### config.mk
export PLATFORM = sky130hd
export DESIGN_NAME = seg7_display_arbiter
export DESIGN_NICKNAME = d
export VERILOG_FILES = /design/src/rtl/seg7_display_arbiter_pkg.sv /design/src/rtl/seg7_display_arbiter_hex_decode.sv /design/src/rtl/seg7_display_arbiter.sv
export SDC_FILE = /design/constraint.sdc
export NUM_CORES = 1
export LEC_CHECK = 0
export ABC_AREA = 1
export BUFFER_PORTS_ARGS = -buffer_cell sky130_fd_sc_hd__buf_2
export CAP_MARGIN = 20
export CELL_PAD_IN_SITES_DETAIL_PLACEMENT = 0
export CELL_PAD_IN_SITES_GLOBAL_PLACEMENT = 2
export CORE_ASPECT_RATIO = 0.5
export CORE_MARGIN = 5
export CORE_UTILIZATION = 30
export CTS_CLUSTER_DIAMETER = 50
export DETAILED_ROUTE_END_ITERATION = 8
export PLACE_DENSITY_LB_ADDON = 0.1
export SLEW_MARGIN = 20
export SYNTH_ARGS = -nofsm -noshare
export SYNTH_HDL_FRONTEND = slang
export SYNTH_SLANG_ARGS = --single-unit
### constraint.sdc
create_clock -name clk -period 3 [get_ports clk]
set_clock_uncertainty 0.1 [all_clocks]
set_input_delay 0.3 -clock clk [delete_from_list [all_inputs] [get_ports clk]]
set_output_delay 0.3 -clock clk [all_outputs]
set_load 0.01 [all_outputs]
### src/rtl/seg7_display_arbiter_pkg.sv
// Shared types and constants for the two-client 7-segment display arbiter.
package seg7_display_arbiter_pkg;

  localparam int unsigned NUM_DIGITS = 4;
  localparam int unsigned NIBBLE_W   = 4;
  localparam int unsigned DATA_W     = NUM_DIGITS * NIBBLE_W;
  localparam int unsigned SEG_W      = 7;
  localparam int unsigned HOLD_W     = 8;

  typedef enum logic [1:0] {
    ST_IDLE  = 2'd0,
    ST_OWN_A = 2'd1,
    ST_OWN_B = 2'd2
  } state_e;

  typedef struct packed {
    logic [DATA_W-1:0]     data;
    logic [NUM_DIGITS-1:0] blank;
  } shadow_t;

  localparam logic [SEG_W-1:0] BLANK_SEG = 7'h7F;

  // Active-low segment patterns, entry [n] is hex digit n (F listed first).
  localparam logic [15:0][SEG_W-1:0] HEX_SEG_TABLE = {
    7'h0E, 7'h06, 7'h21, 7'h46, 7'h03, 7'h08, 7'h10, 7'h00,
    7'h78, 7'h02, 7'h12, 7'h19, 7'h30, 7'h24, 7'h79, 7'h40
  };

endpackage

### src/rtl/seg7_display_arbiter_hex_decode.sv
// Combinational hex nibble to active-low 7-segment pattern.
module seg7_hex_decode
  import seg7_display_arbiter_pkg::*;
(
  input  logic [NIBBLE_W-1:0] nibble,
  output logic [SEG_W-1:0]    seg_c
);

  assign seg_c = HEX_SEG_TABLE[nibble];

endmodule

### src/rtl/seg7_display_arbiter.sv
// Scans a 4-digit multiplexed display and hands it between two clients,
// switching owner only at frame boundaries so a frame never tears.
module seg7_display_arbiter
  import seg7_display_arbiter_pkg::*;
#(
  parameter int unsigned SCAN_BITS   = 15,
  parameter int unsigned HOLD_FRAMES = 8
) (
  input  logic                  clk,
  input  logic                  rst,
  input  logic                  req_a,
  input  logic [DATA_W-1:0]     data_a,
  input  logic [NUM_DIGITS-1:0] blank_a,
  input  logic                  req_b,
  input  logic [DATA_W-1:0]     data_b,
  input  logic [NUM_DIGITS-1:0] blank_b,
  output logic                  grant_a,
  output logic                  grant_b,
  output logic                  frame_tick,
  output logic [NUM_DIGITS-1:0] an,
  output logic [SEG_W-1:0]      seg
);

  localparam int unsigned SCAN_W = SCAN_BITS + 2;
  localparam logic [HOLD_W-1:0] HOLD_LIMIT = HOLD_W'(HOLD_FRAMES - 1);
  localparam shadow_t SHADOW_IDLE = '{data: '0, blank: '1};

  logic [SCAN_W-1:0]     scan_q, scan_d;
  state_e                state_q, state_d;
  logic [HOLD_W-1:0]     hold_q, hold_d;
  shadow_t               shadow_q, shadow_d;
  logic                  grant_a_q, grant_a_d;
  logic                  grant_b_q, grant_b_d;
  logic                  frame_tick_q, frame_tick_d;
  logic [NUM_DIGITS-1:0] an_q, an_d;
  logic [SEG_W-1:0]      seg_q, seg_d;

  logic                  frame_end_c;
  logic [1:0]            digit_sel_c;
  logic [NIBBLE_W-1:0]   nibble_c;
  logic [SEG_W-1:0]      hex_seg_c;

  assign digit_sel_c = scan_q[SCAN_W-1 -: 2];
  assign frame_end_c = &scan_q;
  assign nibble_c    = NIBBLE_W'(shadow_q.data >> {digit_sel_c, 2'b00});

  seg7_hex_decode u_hex_decode (
    .nibble (nibble_c),
    .seg_c  (hex_seg_c)
  );

  // State and datapath registers.
  always_ff @(posedge clk or posedge rst) begin
    if (rst) begin
      scan_q       <= '0;
      state_q      <= ST_IDLE;
      hold_q       <= '0;
      shadow_q     <= SHADOW_IDLE;
      grant_a_q    <= 1'b0;
      grant_b_q    <= 1'b0;
      frame_tick_q <= 1'b0;
      an_q         <= '1;
      seg_q        <= BLANK_SEG;
    end else begin
      scan_q       <= scan_d;
      state_q      <= state_d;
      hold_q       <= hold_d;
      shadow_q     <= shadow_d;
      grant_a_q    <= grant_a_d;
      grant_b_q    <= grant_b_d;
      frame_tick_q <= frame_tick_d;
      an_q         <= an_d;
      seg_q        <= seg_d;
    end
  end

  // Ownership decision, only taken in the last cycle of a frame.
  always_comb begin
    state_d = state_q;
    if (frame_end_c) begin
      unique case (state_q)
        ST_IDLE: begin
          if (req_a)      state_d = ST_OWN_A;
          else if (req_b) state_d = ST_OWN_B;
        end
        ST_OWN_A: begin
          if (!req_a)                            state_d = req_b ? ST_OWN_B : ST_IDLE;
          else if (req_b && hold_q >= HOLD_LIMIT) state_d = ST_OWN_B;
        end
        ST_OWN_B: begin
          if (!req_b)                            state_d = req_a ? ST_OWN_A : ST_IDLE;
          else if (req_a && hold_q >= HOLD_LIMIT) state_d = ST_OWN_A;
        end
        default: state_d = ST_IDLE;
      endcase
    end
  end

  // Scan, hold, shadow and pin drive next values.
  always_comb begin
    scan_d       = scan_q + SCAN_W'(1);
    hold_d       = hold_q;
    shadow_d     = shadow_q;
    frame_tick_d = frame_end_c;
    grant_a_d    = (state_d == ST_OWN_A);
    grant_b_d    = (state_d == ST_OWN_B);
    an_d         = ~(NUM_DIGITS'(1) << digit_sel_c);
    seg_d        = hex_seg_c;

    if (frame_end_c) begin
      if (state_d != state_q)  hold_d = '0;
      else if (hold_q != '1)   hold_d = hold_q + HOLD_W'(1);

      unique case (state_d)
        ST_OWN_A: shadow_d = '{data: data_a, blank: blank_a};
        ST_OWN_B: shadow_d = '{data: data_b, blank: blank_b};
        default:  shadow_d = SHADOW_IDLE;
      endcase
    end

    if (shadow_q.blank[digit_sel_c]) begin
      an_d  = '1;
      seg_d = BLANK_SEG;
    end
  end

  assign grant_a    = grant_a_q;
  assign grant_b    = grant_b_q;
  assign frame_tick = frame_tick_q;
  assign an         = an_q;
  assign seg        = seg_q;

endmodule

### Word-level counts from Yosys, hierarchy flattened

Memories as Yosys holds them, arrays and structs flattened.
Cells that the tools add are included.
W data, S select, Z words.

| storage, ports and cells | value |
|---|---|
| memories kept | 1 |
| output and inout bits | 14 |
| bits of input ports | 44 |
| word-level logic and storage cells | 49 |
| register bits | 61 |
| bits in read-only memories | 112 |

| operators by class | value |
|---|---|
| shift operators | 2 |
| add/subtract/negate cells | 2 |
| muxes and demuxes | 18 |
| reduce and logical (&&, ||, !) cells | 6 |
| magnitude comparators | 3 |
| eq/ne operators | 6 |
| bitwise gates (word level) | 1 |

Memory list:

| memory | words | bits a word | rd ports | clocked after memory_dff | write ports | line | text |
|---|---|---|---|---|---|---|---|
| (name not given) | 16 | 7 | 1 | 0 | 0 | seg7_display_arbiter_hex_decode.sv:9 | `assign seg_c = HEX_SEG_TABLE[nibble];` |

Operators by type and width:

| operator | count |
|---|---|
| $pmux W20 S2 | 1 |
| $reduce_and A18 Y1 | 1 |
| $add A17 B1 Y17 const B | 1 |
| $reduce_and A17 Y1 | 1 |
| $mux W2 | 8 |
| $mux W8 | 2 |
| $shr A16 B4 Y4 | 1 |
| $mux W7 | 2 |
| $add A8 B1 Y8 const B | 1 |
| $ge A8 B3 Y1 const B | 1 |
| $ne A8 B8 Y1 const B | 1 |
| $pmux W2 S3 | 1 |
| $lt A4 B5 Y1 const B | 1 |
| $eq A2 B1 Y1 const B | 2 |
| $eq A2 B2 Y1 const B | 2 |
| $mux W4 | 1 |
| $not A4 Y4 | 1 |
| $shl A1 B2 Y4 const A | 1 |
| $lt A2 B3 Y1 const B | 1 |
| $bmux W1 S2 | 1 |
| $logic_and A1 B1 Y1 | 2 |
| $logic_not A2 Y1 | 1 |
| $mux W1 | 2 |
| $ne A2 B2 Y1 | 1 |
| $reduce_bool A2 Y1 | 1 |

### Longest topological paths before layout

Gate-level depths: netlist of the first run.

| logic depth | value |
|---|---|
| depth in word-level cells | 9 |
| gate-level depth with buffers | 19 |
| gate-level depth less buffers | 19 |

### Modules after synthesis

From an unflattened synthesis of the first run, not the netlist that was laid out.

| second synthesis, totals | value |
|---|---|
| cell total of the unflattened synthesis | 376 |
| area total of the unflattened synthesis | 3260.6 um^2 |

By module, submodules not included:

| module | sequential area each (um^2) | times used | area each (um^2) | cells each |
|---|---|---|---|---|
| seg7_display_arbiter | 1545.2 | 1 | 2969.1 | 324 |
| seg7_hex_decode | 0.0 | 1 | 291.5 | 52 |

### Worst setup path after synthesis of the first run

Ideal clock, no wire load.

| timing | value |
|---|---|
| kind | reg2reg |
| from | reg scan_q[0] |
| to | reg shadow_q[0] in the netlist's numbering |
| setup time | 0.099 ns |
| cell stages (with the launch flop) | 17 |
| data arrival time | 3.075 ns |
| path slack | -0.274 ns |
| clock period less this slack | 3.274 ns |
| path buffers | 1 |
| cells stage by stage | dfrtp_1 ha_1 nand4_1 nor4_2 nand4_1 nor2_1 nand2_1 nor2_1 ha_1 nand3_1 a21oi_1 nand2_1 nand2_1 ha_1 nor2_1 clkbuf_1 a32oi_1 |

| between the ends | value |
|---|---|
| word-level cells in the longest chain between the ends | 4 |
| elaborated cells between the ends (all ways) | 5 |
| those cells by class | 2 x eq/ne; 2 x mux; 1 x reduce/logical |

Ends and longest elaborated chain:

| element | line | text |
|---|---|---|
| from (decl) | seg7_display_arbiter.sv:28 | `logic [SCAN_W-1:0] scan_q, scan_d;` |
| from (signal assigned) | seg7_display_arbiter.sv:65 | `scan_q <= scan_d;` |
| $reduce_and A17 Y1 * | seg7_display_arbiter.sv:44 | `assign frame_end_c = &scan_q;` |
| net frame_end_c | seg7_display_arbiter.sv:38 | `logic frame_end_c;` |
| $mux W2 * | seg7_display_arbiter.sv:80 | `if (frame_end_c) begin` |
| net state_d[0] | seg7_display_arbiter.sv:29 | `state_e state_q, state_d;` |
| $eq A2 B2 Y1 / $eq A2 B1 Y1 (equally long branches) | seg7_display_arbiter.sv:114 | `unique case (state_d)` |
| $pmux W20 S2 * | seg7_display_arbiter.sv:114 |  |
| to (signal assigned) | seg7_display_arbiter.sv:68 | `shadow_q <= shadow_d;` |
| to (decl) | seg7_display_arbiter.sv:31 | `shadow_t shadow_q, shadow_d;` |

Mark *: on every way through the listed nets, which the timed path passes. The rest lies on a longest branch.
A chain may end at the register's enable or synchronous reset.

### Worst setup path after layout of the first run

| timing | value |
|---|---|
| from | reg scan_q[1] |
| to | reg shadow_q[13] in the netlist's numbering |

| between the ends | value |
|---|---|
| word-level cells in the longest chain between the ends | 4 |
| elaborated cells between the ends (all ways) | 5 |
| those cells by class | 2 x eq/ne; 2 x mux; 1 x reduce/logical |

Ends and longest elaborated chain:

| element | line | text |
|---|---|---|
| $reduce_and A17 Y1 | seg7_display_arbiter.sv:44 |  |
| net frame_end_c | seg7_display_arbiter.sv:38 |  |
| $mux W2 | seg7_display_arbiter.sv:80 |  |
| net state_d[0] | seg7_display_arbiter.sv:29 |  |
| $eq A2 B2 Y1 | - |  |
| net grant_b_d | seg7_display_arbiter.sv:33 | `logic grant_b_q, grant_b_d;` |
| $pmux W20 S2 | seg7_display_arbiter.sv:114 |  |

The timed path passes the listed nets, and every way through them passes these cells.

==> results of run 1 <==
==> through the flow <==
step           worst slack (ps)  TNS (ps)  hold WS [ps]  utilization
6_report                   37.7         0         -22.9        0.428
5_1_grt                    -183     -3600          32.7        0.428
4_1_cts                   -11.9     -46.7          4.71        0.418
3_5_place_dp               -258     -3880           358        0.374
3_3_place_gp               -177     -2440           336        0.374
2_1_floorplan             -38.3      -395           299            -
==> flip-flops by register name, summed over array words and instances, names as in the netlist <==
register    count
shadow_q       20
grant_b         1
grant_a         1
seg             7
an              4
hold_q          8
frame_tick      1
scan_q         17
state_q         2
==> power groups by stage <==
stage          combinational (mW)  clock [mW]  sequential [mW]
6_report                   0.0853        1.14            0.845
5_1_grt                    0.0955        1.21            0.846
4_1_cts                    0.0871        1.17            0.845
3_5_place_dp               0.0869           0            0.858
3_3_place_gp               0.0856           0            0.858
2_1_floorplan              0.0368           0            0.859
==> layout make-up <==
| type | count | area (µm²) |
|---|---|---|
| Clock buffer | 13 | 260 |
| Clock inverter | 3 | 67.6 |
| Fill cell | 1016 | 5900 |
| Inverter | 45 | 171 |
| Multi-Input combinational cell | 242 | 1560 |
| Sequential cell | 61 | 1550 |
| Tap cell | 140 | 175 |
| Timing Repair Buffer | 95 | 636 |
==> per-layer routing <==
layer	part of all wire	wire, µm	vias to the layer above
li1	-	-	1390
met1	0.45	3730	1348
met2	0.49	4050	54
met3	0.048	399	13
met4	0.015	123	0
met5	0	0	-
==> logic make-up (layout without fill, tap and decap cells) <==
logic type	after synthesis	in the layout	synth area share
compound gates	64	64	0.140
xor+xnor	18	18	0.0493
fa+ha+maj	11	11	0.0431
buf+inv	53	156	0.0626
flops	61	61	0.484
simple gates	149	149	0.221
==> layout by cell type, fill, tap and decap left out, types with 5 or more instances in the layout <==
cell	n
o21ai_1	6
nand4_1	10
dfrtp_1	46
buf_2	57
clkbuf_16	9
nand3_1	13
inv_1	34
o21ai_0	8
xor2_1	14
nand2_2	11
o22ai_1	5
ha_1	7
dfstp_2	15
a22o_1	23
nor2_1	12
inv_2	10
a21oi_1	7
buf_4	30
nand2_1	84
==> worst paths after layout <==
path                            slack (ps)    startpoint  cells past startpoint      endpoint
worst max-delay path                    40     scan_q[1]                     17  shadow_q[13]
worst min-delay path                   -20           rst                      2     scan_q[3]
worst max register to register          40     scan_q[1]                     17  shadow_q[13]
worst min register to register         390  shadow_q[14]                      2  shadow_q[14]
max in group asynchronous             2240           rst                      3     hold_q[2]
min in group clk                       100    blank_b[2]                      3   shadow_q[2]
==> critical path: stages, from the launching register on <==
cell and delay (ps):
dfrtp_1 350, ha_2 180, nand4_1 120, nor4_2 210
nand4_1 150, nor2_2 150, nand2_1 100, nor2_2 140
ha_4 170, nand3_2 80, a21oi_2 150, nand2_2 90
nand2_4 90, inv_2 50, ha_4 160, buf_12 140
a22o_1 230, a22o_1 170
==> repair_timing <==
action / in CTS / in global routing
setup endpoints to repair: 20 / 28
buffers inserted: 12 / 5
pin swaps: 6 / 20
hold endpoints to repair: 0 / 0
resized for setup: 5 / 27
==> summary.txt, run 1 <==
Max-slew headroom -> 0.531
Slew @ Worst Pin -> 704 ps
Ant diodes -> 0
Met1 track utilization from global routing -> 0.162
Worst skew pair latency -> 330 ps
Hold Path Class -> input pin to async pin
Synthesized instance count -> 356
Vias in the first global route -> 2841
Tot Pwr -> 2.07 mW
Met2 GRT Util -> 0.212
Fin crit period -> 2960 ps
CP Launch Type -> flip-flop
Post-synth top flop -> dfrtp_1
Placer Congestion -> 0.789
Post-DRT Antenna Nets -> 0
Failing checks -> negative hold slack
Most common cell in the netlist -> nand2_1
Reg clk slew, reported paths -> 50 ps
Fin. Hold Viols -> 14
CP Data Required Time -> 3120 ps
Final count of pins violating max slew -> 0
Max FO, Critical Path -> 11
Post-route cell area -> 4410 µm²
Gr usage total -> 0.130
GR met3 Demand/Resource -> 0.0431
Unique masters post-synth -> 35
Initial Utilization -> 0.310
DP Area -> 3860 µm²
Cells after DPL -> 568
Area of the core -> 10300 µm²
CTS Root Cell -> clkbuf_16
Starting DRT DRC Count -> 77
Mapped cell area -> 3200 µm²
Max Clk Rate -> 0.338 GHz
Gate power share -> 0.041
Seq pwr share -> 0.408
YS warnings -> 0
Fin cells -> 599
CTS Buf Count -> 9
Die footprint -> 12900 µm²
Crit. End Element -> flip-flop
First-pass DRT Iterations -> 4
Synth top area cells -> dfrtp_1, dfstp_2, nand2_1
Max-Cap Viols -> 0
Vias -> 2805
Grt total ovfl -> 0
Setup CP Type -> flip-flop to flip-flop
NetSw -> 414 µW
RSZ-0062 raised after global routing -> yes
Top cells by count, synth -> nand2_1, dfrtp_1, inv_1
EDFF count, synth -> 0
H-tree depth -> 3
Core Rows -> 26
Sw Ratio -> 0.200
Final hold slack -> -22.9 ps
Via/cell ratio -> 4.68
Yosys reg bits -> 61
Clock sinks -> 61
Area leader, netlist -> dfrtp_1
Syn Nets -> 411
Crit path DAT -> 3080 ps
Largest net degree at the start of global routing -> 32
Sequential share of the synthesized area -> 0.484
Syn avg cell area -> 8.98 µm²
PwrDens -> 469 nW/µm²
Layout cells sized above 1 -> 0.375
Power share of the clock group -> 0.551
Die X -> 156 µm
WL/cell -> 13.9 µm
# nets final -> 509
Status -> finished with violations
Internal power -> 1.66 mW
CTS Buffer Depth -> 2
First-pass GRT wire length -> 13.4 mm
Initial antenna violation count -> 0
Ys async rst share -> 1.00
Final setup vio count -> 0
Yosys top cell area share -> 0.360
Busiest grt layer -> met2
Die H -> 83.0 µm
P_leak -> 2.28 nW
Final WL -> 8.30 mm
CTS tree -> done
I/O Pins -> 58
Tcrit/Tclk final -> 0.987
Hpwl dp -> 5.94 mm
Hold buffer count at cts -> 0
Drc violations -> 0
Peak VDD IR -> 0.289 mV
IO Port Bufs -> 57
Area delta synth->final -> 38.1%
No activity file was read; power rests on OpenSTA's default activity.
==> inputs of run 2 (changes only) <==
--- a/config.mk
+++ b/config.mk
@@ -11,11 +11,10 @@
 export CELL_PAD_IN_SITES_DETAIL_PLACEMENT = 0
 export CELL_PAD_IN_SITES_GLOBAL_PLACEMENT = 2
 export CORE_ASPECT_RATIO = 0.5
-export CORE_MARGIN = 5
 export CORE_UTILIZATION = 30
 export CTS_CLUSTER_DIAMETER = 50
 export DETAILED_ROUTE_END_ITERATION = 8
-export PLACE_DENSITY_LB_ADDON = 0.1
+export PLACE_DENSITY = 0.8
 export SLEW_MARGIN = 20
 export SYNTH_ARGS = -nofsm -noshare
 export SYNTH_HDL_FRONTEND = slang
==> run 2 against run 1 <==
The run ends with negative setup slack left. Wire length down 3.8%. Largest cell class unchanged. Hold slack improved by 120 ps. Die area shrank 14%. Largest power group unchanged. Flip-flop and latch count unchanged. Core utilization is 0.79 points higher.
==> summary.txt, run 2 (synthesis gave the netlist of run 1 again) <==
Status -> finished with violations (unchanged)
Failing checks -> negative setup slack (was negative hold slack)
Core Rows -> 26 (unchanged)
Crit path largest cell delay -> 350 ps (about the same)
CTS Buf Count -> 9 (unchanged)
Vias -> 2772 (was 2805)
CTS Root Cell -> clkbuf_16 (unchanged)
Reg2reg start -> scan_q[0] (was scan_q[1])
Hold Path Class -> input pin to flip-flop (was input pin to async pin)
NetSw -> 418 µW (was 414 µW)
Largest Register -> shadow_q (unchanged)
Starting DRT DRC Count -> 53 (was 77)
Fin. Hold Viols -> 0 (was 14)
CTS tree -> done (unchanged)
Commonest non-fill, non-tap cell in the layout -> nand2_1 (unchanged)
Reg clk slew, reported paths -> 50 ps (about the same)
R2R cell count -> 19 (was 17)
Largest net degree at the start of global routing -> 24 (was 32)
Cells after DPL -> 573 (was 568)
H-tree depth -> 3 (unchanged)
R2R Setup Slk -> -160 ps (was 40 ps)
Sw Ratio -> 0.202 (was 0.200)
Clock sinks -> 61 (unchanged)
Worst Setup SP -> scan_q[0] (was scan_q[1])
Largest regs -> shadow_q: 20 flops, scan_q: 17 flops, hold_q: 8 flops (unchanged)
CP Data Required Time -> 3160 ps (was 3120 ps)
Crit-path most repeated cell -> buf_6
Slew @ Worst Pin -> 709 ps (was 704 ps)
PwrDens -> 463 nW/µm² (was 469 nW/µm²)
Gr usage total -> 0.152 (was 0.130)
Die footprint -> 11100 µm² (was 12900 µm²)
Setup CP Type -> flip-flop to flip-flop (unchanged)
Final setup vio count -> 20 (was 0)
Ant diodes -> 0 (unchanged)
Worst Hold Depth -> 3
Final count of pins violating max slew -> 0 (unchanged)
Via/cell ratio -> 4.57 (was 4.68)
Gate power share -> 0.041 (about the same)
Power share of the clock group -> 0.551 (about the same)
Final WL -> 7.99 mm (was 8.30 mm)
CP Launch Type -> flip-flop (unchanged)
Largest delay share family, worst path -> simple AND/OR/NAND/NOR gates (unchanged)
Die H -> 75.0 µm (was 83.0 µm)
Tot Pwr -> 2.07 mW (about the same)
First-pass GRT wire length -> 12.8 mm (was 13.4 mm)
Initial antenna violation count -> 0 (unchanged)
Max-slew headroom -> 0.528 (was 0.531)
Setup TNS -> -2770 ps (was 0 ps)
First-pass DRT Iterations -> 4 (unchanged)
Most frequent cells in the layout -> nand2_1, buf_2, dfrtp_1, inv_1, buf_4 (unchanged)
Place WS -> -143 ps (was -258 ps)
Grt total ovfl -> 0 (unchanged)
Vias in the first global route -> 2686 (was 2841)
DP Area -> 3870 µm² (was 3860 µm²)
Max reg flops -> 20 (unchanged)
Max FO, Critical Path -> 6 (was 11)
I/O Pins -> 58 (unchanged)
Placer Congestion -> 0.770 (was 0.789)
Post-DRT Antenna Nets -> 0 (unchanged)
CP cell instances -> ha_2 -> nand4_1 -> nor4_4 -> nand4_1 -> nor2_2 -> nand2_1 -> nor2_2 -> ha_4 -> buf_6 -> nand3_2 -> a21oi_2 -> nand2_1 -> nand2_2 -> buf_6 -> ha_4 -> nor2_4 -> buf_6 -> nand2_2 -> o21ai_1 (was ha_2 -> nand4_1 -> nor4_2 -> nand4_1 -> nor2_2 -> nand2_1 -> nor2_2 -> ha_4 -> nand3_2 -> a21oi_2 -> nand2_2 -> nand2_4 -> inv_2 -> ha_4 -> buf_12 -> a22o_1 -> a22o_1)
Max-Cap Viols -> 0 (unchanged)
Tcrit/Tclk final -> 1.05 (was 0.987)
Layout cells sized above 1 -> 0.397 (was 0.375)
Hpwl dp -> 5.51 mm (was 5.94 mm)
Slack of the critical path -> -161 ps (was 37.7 ps)
P_leak -> 2.34 nW (was 2.28 nW)
Die X -> 148 µm (was 156 µm)
RSZ-0062 raised after global routing -> yes (unchanged)
Drc violations -> 0 (unchanged)
Initial Utilization -> 0.311 (was 0.310)
Peak VDD IR -> 0.293 mV (was 0.289 mV)
Max Clk Rate -> 0.316 GHz (was 0.338 GHz)
IO Port Bufs -> 57 (unchanged)
Area of the core -> 10300 µm² (about the same)
Worst skew pair latency -> 330 ps (about the same)
Critical-path top delay cell -> dfrtp_1 (unchanged)
Fin crit period -> 3160 ps (was 2960 ps)
Critical Path Sink -> shadow_q[5] (was shadow_q[13])
Seq pwr share -> 0.407 (was 0.408)
Worst path depth -> 19 (was 17)
Crit path DAT -> 3320 ps (was 3080 ps)
Crit. End Element -> flip-flop (unchanged)
Post-route cell area -> 4480 µm² (was 4410 µm²)
Worst r2r dst -> shadow_q[5] (was shadow_q[13])
Fin cells -> 606 (was 599)
# nets final -> 516 (was 509)
Area delta synth->final -> 40.2% (was 38.1%)
WL/cell -> 13.2 µm (was 13.9 µm)
CTS Buffer Depth -> 2 (unchanged)
Internal power -> 1.65 mW (was 1.66 mW)
Buf/Inv on CP -> 3 (was 2)
[run 2: worst min path at each step]
| stage | from | to | slack, ps |
|---|---|---|---|
| 4_1_cts | blank_b[3] | shadow_q[3] | 90 |
| 2_1_floorplan | blank_b[3] | shadow_q[3] | 300 |
| 5_1_grt | blank_b[3] | shadow_q[3] | 90 |
| 6_report | blank_b[3] | shadow_q[3] | 90 |
| 3_5_place_dp | rst | scan_q[5] | 210 |
| 3_3_place_gp | rst | scan_q[5] | 210 |
[run 2: layout make-up]
cell class	instances	area, µm²
Fill cell	1028	5800
Multi-Input combinational cell	242	1600
Sequential cell	61	1550
Timing Repair Buffer	102	664
Clock buffer	13	260
Tap cell	140	175
Inverter	45	169
Clock inverter	3	67.6
[run 2: repair_timing]
item | 4_1_cts | 5_1_grt
endpoints found under the setup margin | 20 | 29
gates cloned | 0 | 1
hold buffers | 1 | 0
pin swaps | 2 | 18
gates resized for setup | 2 | 47
hold endpoints to repair | 7 | 0
buffers inserted | 8 | 7
[run 2: power by group through the flow]
stage	logic (mW)	registers, mW	clock network (mW)
global route	0.0973	0.845	1.21
floorplan	0.0368	0.859	0
detailed placement	0.0844	0.858	0
global placement	0.0837	0.858	0
CTS	0.0856	0.844	1.17
finish	0.0852	0.845	1.14
[run 2: per-layer routing]
metal	share of wire	global-route usage	wire length, µm	vias to the layer above
met3	0.027	0.0412	217	11
met4	0.013	0.0550	107	0
met5	0	0	0	-
met2	0.48	0.246	3790	28
met1	0.48	0.199	3870	1330
li1	-	-	-	1403
[run 2: tightest hold or removal path, delay by kind of cell]
kind	cells	cell delay [ps]
AND/OR/NAND/NOR	1	50
buffers and inverters	1	110
AO/OA/AOI/OAI	1	60
[run 2: per-stage QoR]
| step | util | hold slack [ps] |
|---|---|---|
| 2_1_floorplan | - | 299 |
| 3_3_place_gp | 0.377 | 208 |
| 3_5_place_dp | 0.377 | 208 |
| 4_1_cts | 0.417 | 88.6 |
| 5_1_grt | 0.436 | 92.3 |
| 6_report | 0.436 | 93.3 |
